===== src/rtl/mult_operand_loader_if.sv =====
// Handshake bundle between the operand loader (master) and the sequential multiplier (slave).
interface mult_operand_loader_if #(
  parameter int WIDTH = 3
);
  logic [WIDTH-1:0]   mul_a;
  logic [WIDTH-1:0]   mul_b;
  logic               mul_start;
  logic               mul_done;
  logic [2*WIDTH-1:0] mul_product;

  modport master (
    output mul_a,
    output mul_b,
    output mul_start,
    input  mul_done,
    input  mul_product
  );

  modport slave (
    input  mul_a,
    input  mul_b,
    input  mul_start,
    output mul_done,
    output mul_product
  );
endinterface


===== src/rtl/mult_operand_loader.sv =====
// Operand loader in front of the sequential multiplier: sync, debounce GO, start, wait with timeout, capture.
// Optional product self-check enabled by defining MULT_LOADER_CHECK_EN (adds o_check_err).
module mult_operand_loader #(
  parameter int WIDTH        = 3,
  parameter int DEB_CYCLES   = 16,
  parameter int START_CYCLES = 2,
  parameter int TIMEOUT      = 64
) (
  input  logic                  i_clk,
  input  logic                  i_rst,
  input  logic [WIDTH-1:0]      i_sw_a,
  input  logic [WIDTH-1:0]      i_sw_b,
  input  logic                  i_btn,
  mult_operand_loader_if.master mulBus,
  output logic [2*WIDTH-1:0]    o_result,
  output logic                  o_result_valid,
  output logic                  o_busy,
`ifdef MULT_LOADER_CHECK_EN
  output logic                  o_check_err,
`endif
  output logic                  o_timeout_err
);

  localparam int PW  = 2 * WIDTH;
  localparam int DCW = $clog2(DEB_CYCLES + 1);
  localparam int SCW = $clog2(START_CYCLES + 1);
  localparam int TCW = $clog2(TIMEOUT + 1);

  typedef enum logic [2:0] {
    S_IDLE,
    S_LOAD,
    S_START,
    S_WAIT,
    S_CAPTURE
  } stateT;

  stateT            r_state;
  stateT            w_nextState;
  logic [1:0]       r_btnSync;
  logic [WIDTH-1:0] r_swAMeta;
  logic [WIDTH-1:0] r_swASync;
  logic [WIDTH-1:0] r_swBMeta;
  logic [WIDTH-1:0] r_swBSync;
  logic             r_btnDeb;
  logic             r_btnDebPrev;
  logic [DCW-1:0]   r_debCount;
  logic [SCW-1:0]   r_startCount;
  logic [TCW-1:0]   r_waitCount;
  logic             r_donePrev;
  logic             r_mulStart;
  logic [WIDTH-1:0] r_mulA;
  logic [WIDTH-1:0] r_mulB;
  logic [PW-1:0]    r_result;
  logic             r_resultValid;
  logic             r_timeoutErr;
  logic             w_go;
  logic             w_startLast;
  logic             w_doneRise;
  logic             w_timeoutHit;

  always_ff @(posedge i_clk) begin
    if (i_rst) begin
      r_btnSync <= '0;
      r_swAMeta <= '0;
      r_swASync <= '0;
      r_swBMeta <= '0;
      r_swBSync <= '0;
    end else begin
      r_btnSync <= {r_btnSync[0], i_btn};
      r_swAMeta <= i_sw_a;
      r_swASync <= r_swAMeta;
      r_swBMeta <= i_sw_b;
      r_swBSync <= r_swBMeta;
    end
  end

  // Any cycle where the synced button agrees with the debounced level restarts the count.
  always_ff @(posedge i_clk) begin
    if (i_rst) begin
      r_btnDeb     <= 1'b0;
      r_btnDebPrev <= 1'b0;
      r_debCount   <= '0;
    end else begin
      r_btnDebPrev <= r_btnDeb;
      if (r_btnSync[1] == r_btnDeb) begin
        r_debCount <= '0;
      end else if (r_debCount == DCW'(DEB_CYCLES - 1)) begin
        r_btnDeb   <= r_btnSync[1];
        r_debCount <= '0;
      end else begin
        r_debCount <= r_debCount + DCW'(1);
      end
    end
  end

  assign w_go         = r_btnDeb & ~r_btnDebPrev;
  assign w_startLast  = (r_startCount == SCW'(START_CYCLES - 1));
  assign w_doneRise   = mulBus.mul_done & ~r_donePrev;
  assign w_timeoutHit = (r_waitCount == TCW'(TIMEOUT - 1));

  always_ff @(posedge i_clk) begin
    if (i_rst) begin
      r_state <= S_IDLE;
    end else begin
      r_state <= w_nextState;
    end
  end

  always_comb begin
    w_nextState = r_state;
    case (r_state)
      S_IDLE:    if (w_go) w_nextState = S_LOAD;
      S_LOAD:    w_nextState = S_START;
      S_START:   if (w_startLast) w_nextState = S_WAIT;
      S_WAIT: begin
        if (w_doneRise) begin
          w_nextState = S_CAPTURE;
        end else if (w_timeoutHit) begin
          w_nextState = S_IDLE;
        end
      end
      S_CAPTURE: w_nextState = S_IDLE;
      default:   w_nextState = S_IDLE;
    endcase
  end

`ifdef MULT_LOADER_CHECK_EN
  logic [PW-1:0] w_expProduct;
  logic          r_checkErr;
  assign w_expProduct = PW'(r_mulA) * PW'(r_mulB);
  assign o_check_err  = r_checkErr;

  always_ff @(posedge i_clk) begin
    if (i_rst) begin
      r_checkErr <= 1'b0;
    end else if (r_state == S_LOAD) begin
      r_checkErr <= 1'b0;
    end else if (r_state == S_CAPTURE) begin
      r_checkErr <= (mulBus.mul_product != w_expProduct);
    end
  end
`endif

  // Outside WAIT the done history is primed high, so a done left over from the previous op must drop first.
  always_ff @(posedge i_clk) begin
    if (i_rst) begin
      r_mulStart    <= 1'b0;
      r_startCount  <= '0;
      r_waitCount   <= '0;
      r_donePrev    <= 1'b0;
      r_mulA        <= '0;
      r_mulB        <= '0;
      r_result      <= '0;
      r_resultValid <= 1'b0;
      r_timeoutErr  <= 1'b0;
    end else begin
      r_mulStart   <= (w_nextState == S_START);
      r_startCount <= (r_state == S_START && !w_startLast) ? r_startCount + SCW'(1) : '0;
      r_waitCount  <= (r_state == S_WAIT) ? r_waitCount + TCW'(1) : '0;
      r_donePrev   <= (r_state == S_WAIT) ? mulBus.mul_done : 1'b1;
      case (r_state)
        S_LOAD: begin
          r_mulA        <= r_swASync;
          r_mulB        <= r_swBSync;
          r_resultValid <= 1'b0;
          r_timeoutErr  <= 1'b0;
        end
        S_WAIT: begin
          if (!w_doneRise && w_timeoutHit) r_timeoutErr <= 1'b1;
        end
        S_CAPTURE: begin
          r_result      <= mulBus.mul_product;
          r_resultValid <= 1'b1;
        end
        default: ;
      endcase
    end
  end

  assign mulBus.mul_a     = r_mulA;
  assign mulBus.mul_b     = r_mulB;
  assign mulBus.mul_start = r_mulStart;
  assign o_result         = r_result;
  assign o_result_valid   = r_resultValid;
  assign o_timeout_err    = r_timeoutErr;
  assign o_busy           = (r_state != S_IDLE);

endmodule


===== src/flat_wrapper.sv =====
// flat-port wrapper written by rule: the top's interface ports become plain ports
module mult_operand_loader_flat 
#(
  parameter int WIDTH        = 3,
  parameter int DEB_CYCLES   = 16,
  parameter int START_CYCLES = 2,
  parameter int TIMEOUT      = 64
)
  (i_clk, i_rst, i_sw_a, i_sw_b, i_btn, o_result, o_result_valid, o_busy, o_timeout_err, mulBus_mul_a, mulBus_mul_b, mulBus_mul_start, mulBus_mul_done, mulBus_mul_product);
  mult_operand_loader_if #(.WIDTH(WIDTH)) mulBus_i ();
  input  logic i_clk;
  input  logic i_rst;
  input  logic [WIDTH-1:0] i_sw_a;
  input  logic [WIDTH-1:0] i_sw_b;
  input  logic i_btn;
  output logic [2*WIDTH-1:0] o_result;
  output logic o_result_valid;
  output logic o_busy;
  output logic o_timeout_err;
  output wire logic [$bits(mulBus_i.mul_a)-1:0] mulBus_mul_a;
  output wire logic [$bits(mulBus_i.mul_b)-1:0] mulBus_mul_b;
  output wire logic [$bits(mulBus_i.mul_start)-1:0] mulBus_mul_start;
  input wire logic [$bits(mulBus_i.mul_done)-1:0] mulBus_mul_done;
  input wire logic [$bits(mulBus_i.mul_product)-1:0] mulBus_mul_product;
  assign mulBus_mul_a = mulBus_i.mul_a;
  assign mulBus_mul_b = mulBus_i.mul_b;
  assign mulBus_mul_start = mulBus_i.mul_start;
  assign mulBus_i.mul_done = mulBus_mul_done;
  assign mulBus_i.mul_product = mulBus_mul_product;
  mult_operand_loader #(.WIDTH(WIDTH), .DEB_CYCLES(DEB_CYCLES), .START_CYCLES(START_CYCLES), .TIMEOUT(TIMEOUT)) u_core (.i_clk(i_clk), .i_rst(i_rst), .i_sw_a(i_sw_a), .i_sw_b(i_sw_b), .i_btn(i_btn), .mulBus(mulBus_i), .o_result(o_result), .o_result_valid(o_result_valid), .o_busy(o_busy), .o_timeout_err(o_timeout_err));
endmodule

===== config.mk =====
export PLATFORM = sky130hd
export DESIGN_NAME = mult_operand_loader_flat
export DESIGN_NICKNAME = d
export VERILOG_FILES = /design/src/rtl/mult_operand_loader_if.sv /design/src/rtl/mult_operand_loader.sv /design/src/flat_wrapper.sv
export SDC_FILE = /design/constraint.sdc
export NUM_CORES = 1
export LEC_CHECK = 0
export ABC_AREA = 1
export CAP_MARGIN = 20
export CORE_UTILIZATION = 50
export CTS_CLUSTER_SIZE = 20
export DETAILED_ROUTE_END_ITERATION = 8
export PLACE_DENSITY = 0.87
export SKIP_CTS_REPAIR_TIMING = 1
export SLEW_MARGIN = 10
export SYNTH_ARGS = -nofsm -noshare
export SYNTH_HDL_FRONTEND = slang
export SYNTH_SLANG_ARGS = --single-unit

===== constraint.sdc =====
create_clock -name i_clk -period 1.4 [get_ports i_clk]
set_input_delay 0.28 -clock i_clk [delete_from_list [all_inputs] [get_ports i_clk]]
set_output_delay 0.28 -clock i_clk [all_outputs]
set_load 0.1 [all_outputs]

==> key figures <==
Status
  • Result of the run: finished clean

Cells and area
  • Commonest non-fill, non-tap cell in the layout: nor2_1
  • Most frequent cells in the layout: nor2_1, dfxtp_1, inv_1
  • Antenna cells: 0
  • Area overhead of the layout relative to synthesis: 36.0%
  • Number of nets in the layout: 272
  • Layout cells sized above 1: 19.5%
  • Final cell utilization of the core: 74.4%

Route
  • Drt first-iter violations: 64
  • Average detailed-routed wire length per instance: 10.6 microns
  • Post-detailed-routing wire length: 3130 microns
  • Total number of vias: about 1400
  • Number of design rule violations left after detail routing: 0
  • Average via count per standard cell: 4.77
  • Number of nets with antenna violations after detailed routing: 0
  • Number of iterations in the first detailed-routing pass: 4

STA
  • Unrepaired setup endpoints after global routing: yes
  • Post-layout min period: 1.39 ns
  • Slew at the pin closest to its max-slew limit: between 0.3 and 0.4 ns
  • Share of the clock period used by the worst path after layout: 99.4%
  • Setup violation total in the final timing report: 0
  • Clock Skews: 0.00730 ns
  • Final Hold Vio Count: 0
  • Fin. max-slew vios: 0
  • Worst hold slack: 0.408 ns
  • Highest achievable clock rate: between 700 and 800 MHz
  • Setup WS post-layout: 0.00802 ns
  • Worst-case headroom to the max-slew limit: 76.5%

Run
  • Number of maximum-capacitance constraint violations: 0

Global routing
  • Gr usage total: 19.4%
  • First-pass GRT wire length: 5230 microns
  • Vias in the first global route: 1307
  • Number of antenna violations at the first check in global routing: 0
  • Grt ovf: 0
  • Pin count of the biggest net entering global routing: 22

Setup path
  • CP Launch Type: flop
  • Largest fanout of any net on the critical path: 4
  • Critical register-to-register path startpoint: u_core.r_debCount[1]
  • Required time reported for the critical path endpoint: 1.12 ns
  • Category of the most critical setup path: flop to output pin
  • Crit. End Element: output pin
  • CP arrival: around 1.1 ns
  • Launch point of the worst path: u_core.r_state[1]
  • R2r worst-path depth: 7

Yosys
  • #FFs+latches synth: 49
  • Largest area contributor in the synthesized netlist: dfxtp_1
  • Seq/Total Area, Yosys: 56.9%
  • Main area contributors after synthesis: dfxtp_1, nor2_1, inv_1
  • Post-Syn Instances: 214
  • Yosys top cell area share: a little under three fifths
  • Post-Syn Area: around 1700 sq um
  • Synth Warn #: 0
  • Synthesized area per cell: 8.06 sq um
  • Number of nets in the synthesized netlist: between 200 and 250
  • Distinct cells, synth: 18

Floorplanning
  • Top-Level Pins: 32
  • Vertical extent of the die: 60.7 microns
  • Core Footprint: 3150 sq um
  • Initial Utilization: 54.7%
  • Cell Rows: 20
  • Die area: 3690 sq um
  • Die boundary width: 60.7 microns

Worst hold path
  • Launch point of the worst hold path: u_core.r_swBMeta[0]
  • Hold-critical path depth: 2
  • Worst Hold Class: flop to flop

Clock tree
  • Worst-case clock buffer depth: 2
  • Root buffer selected by CTS: clkbuf_4
  • Clock-pin slew on the worst setup and hold paths: 0.12 ns
  • Clock latency on the worst-skew pair: between 0.3 and 0.4 ns
  • Count of clock tree sinks: 49
  • H-tree levels: 2
  • Clock tree from TritonCTS: yes
  • Clock buffer count from CTS: 5

Placed design
  • Pre-CTS setup slack: -0.0301 ns
  • Quantity of I/O buffers inserted on ports: 31
  • Final weighted congestion of routability-driven global placement: 0.750
  • Detailed-placement wirelength estimate: roughly 2300 microns

Power and ir drop
  • LEAKAGE: 0.000944 uW
  • Cell area power density: approximately 900 nW/um^2
  • VDD IR max: 0.762 mV
==> critical path, stage by stage (launching register included) <==
cell and delay [ns]:
dfxtp_4 0.37, nor2_4 0.14, nand2_2 0.08, buf_12 0.17
==> cell type report <==
class	count	area [sq um]
timing repair buffer	35	500
clock buffer	5	37.5
inverter	36	138
tap	44	55.1
fill	239	806
clock inverter	1	5.00
sequential	49	995
multi-input combinational	125	617
==> where the power goes <==
part	switching [uW]	leakage (uW)	internal (uW)
clock	381	0.0000269	175
combinational	39.6	0.000516	53.5
sequential	6.66	0.000401	1410
total	428	0.000944	1640
==> routing by layer <==
metal	vias up	part of all wire (%)	track usage, %
li1	744	-	-
met1	618	42	22.3
met2	41	52	34.2
met3	4	4.8	4.48
met4	0	1.0	9.09
met5	-	0	0
==> Yosys cell counts <==
cell type / number
dfxtp_1: 49
nor2_1: 45
inv_1: 29
nand2_1: 24
a21oi_1: 17
nand3_1: 12
o21ai_1: 8
inv_2: 6
buf_2: 4
ha_1: 4
nand4_1: 3
nor2_2: 3
nor3_1: 3
nand2_2: 2
o21ai_0: 2
clkinv_1: 1
nor3b_2: 1
o211ai_1: 1
==> path summary, 6_finish.rpt <==
path / slack (ns) / endpoint
setup reg to reg: 0.09 / u_core.r_debCount[3]
setup / recovery: 0.008 / o_busy
hold / removal: 0.41 / u_core.r_swBSync[0]
hold reg to reg: 0.41 / u_core.r_swBSync[0]
==> sequential cells by signal (all words and copies together) (netlist names), 3 cells and up <==
signal	flops
u_core.mulBus.mul_a	3
u_core.mulBus.mul_b	3
u_core.o_result	6
u_core.r_debCount	5
u_core.r_state	3
u_core.r_swAMeta	3
u_core.r_swASync	3
u_core.r_swBMeta	3
u_core.r_swBSync	3
u_core.r_waitCount	7
==> cell families (layout without fill, tap and decap cells) <==
logic type      Yosys count  count (layout)  synth area share, %
compound gates           28              28                 8.27
buf+inv                  40              77                 8.99
flops                    49              49                 56.9
simple gates             93              93                 23.0
fa+ha+maj                 4               4                 2.90
==> through the flow <==
stage	TNS, ns	cell area [sq um]	instances	power (uW)
CTS	-0.0963	2300	294	2090
global route	-0.0433	2350	295	2160
detailed placement	-0.332	2260	288	1540
global placement	0	2260	288	1540
floorplan	0	1730	214	1490
finish	0	2350	295	2070
Power figures use the tool's default switching activity.
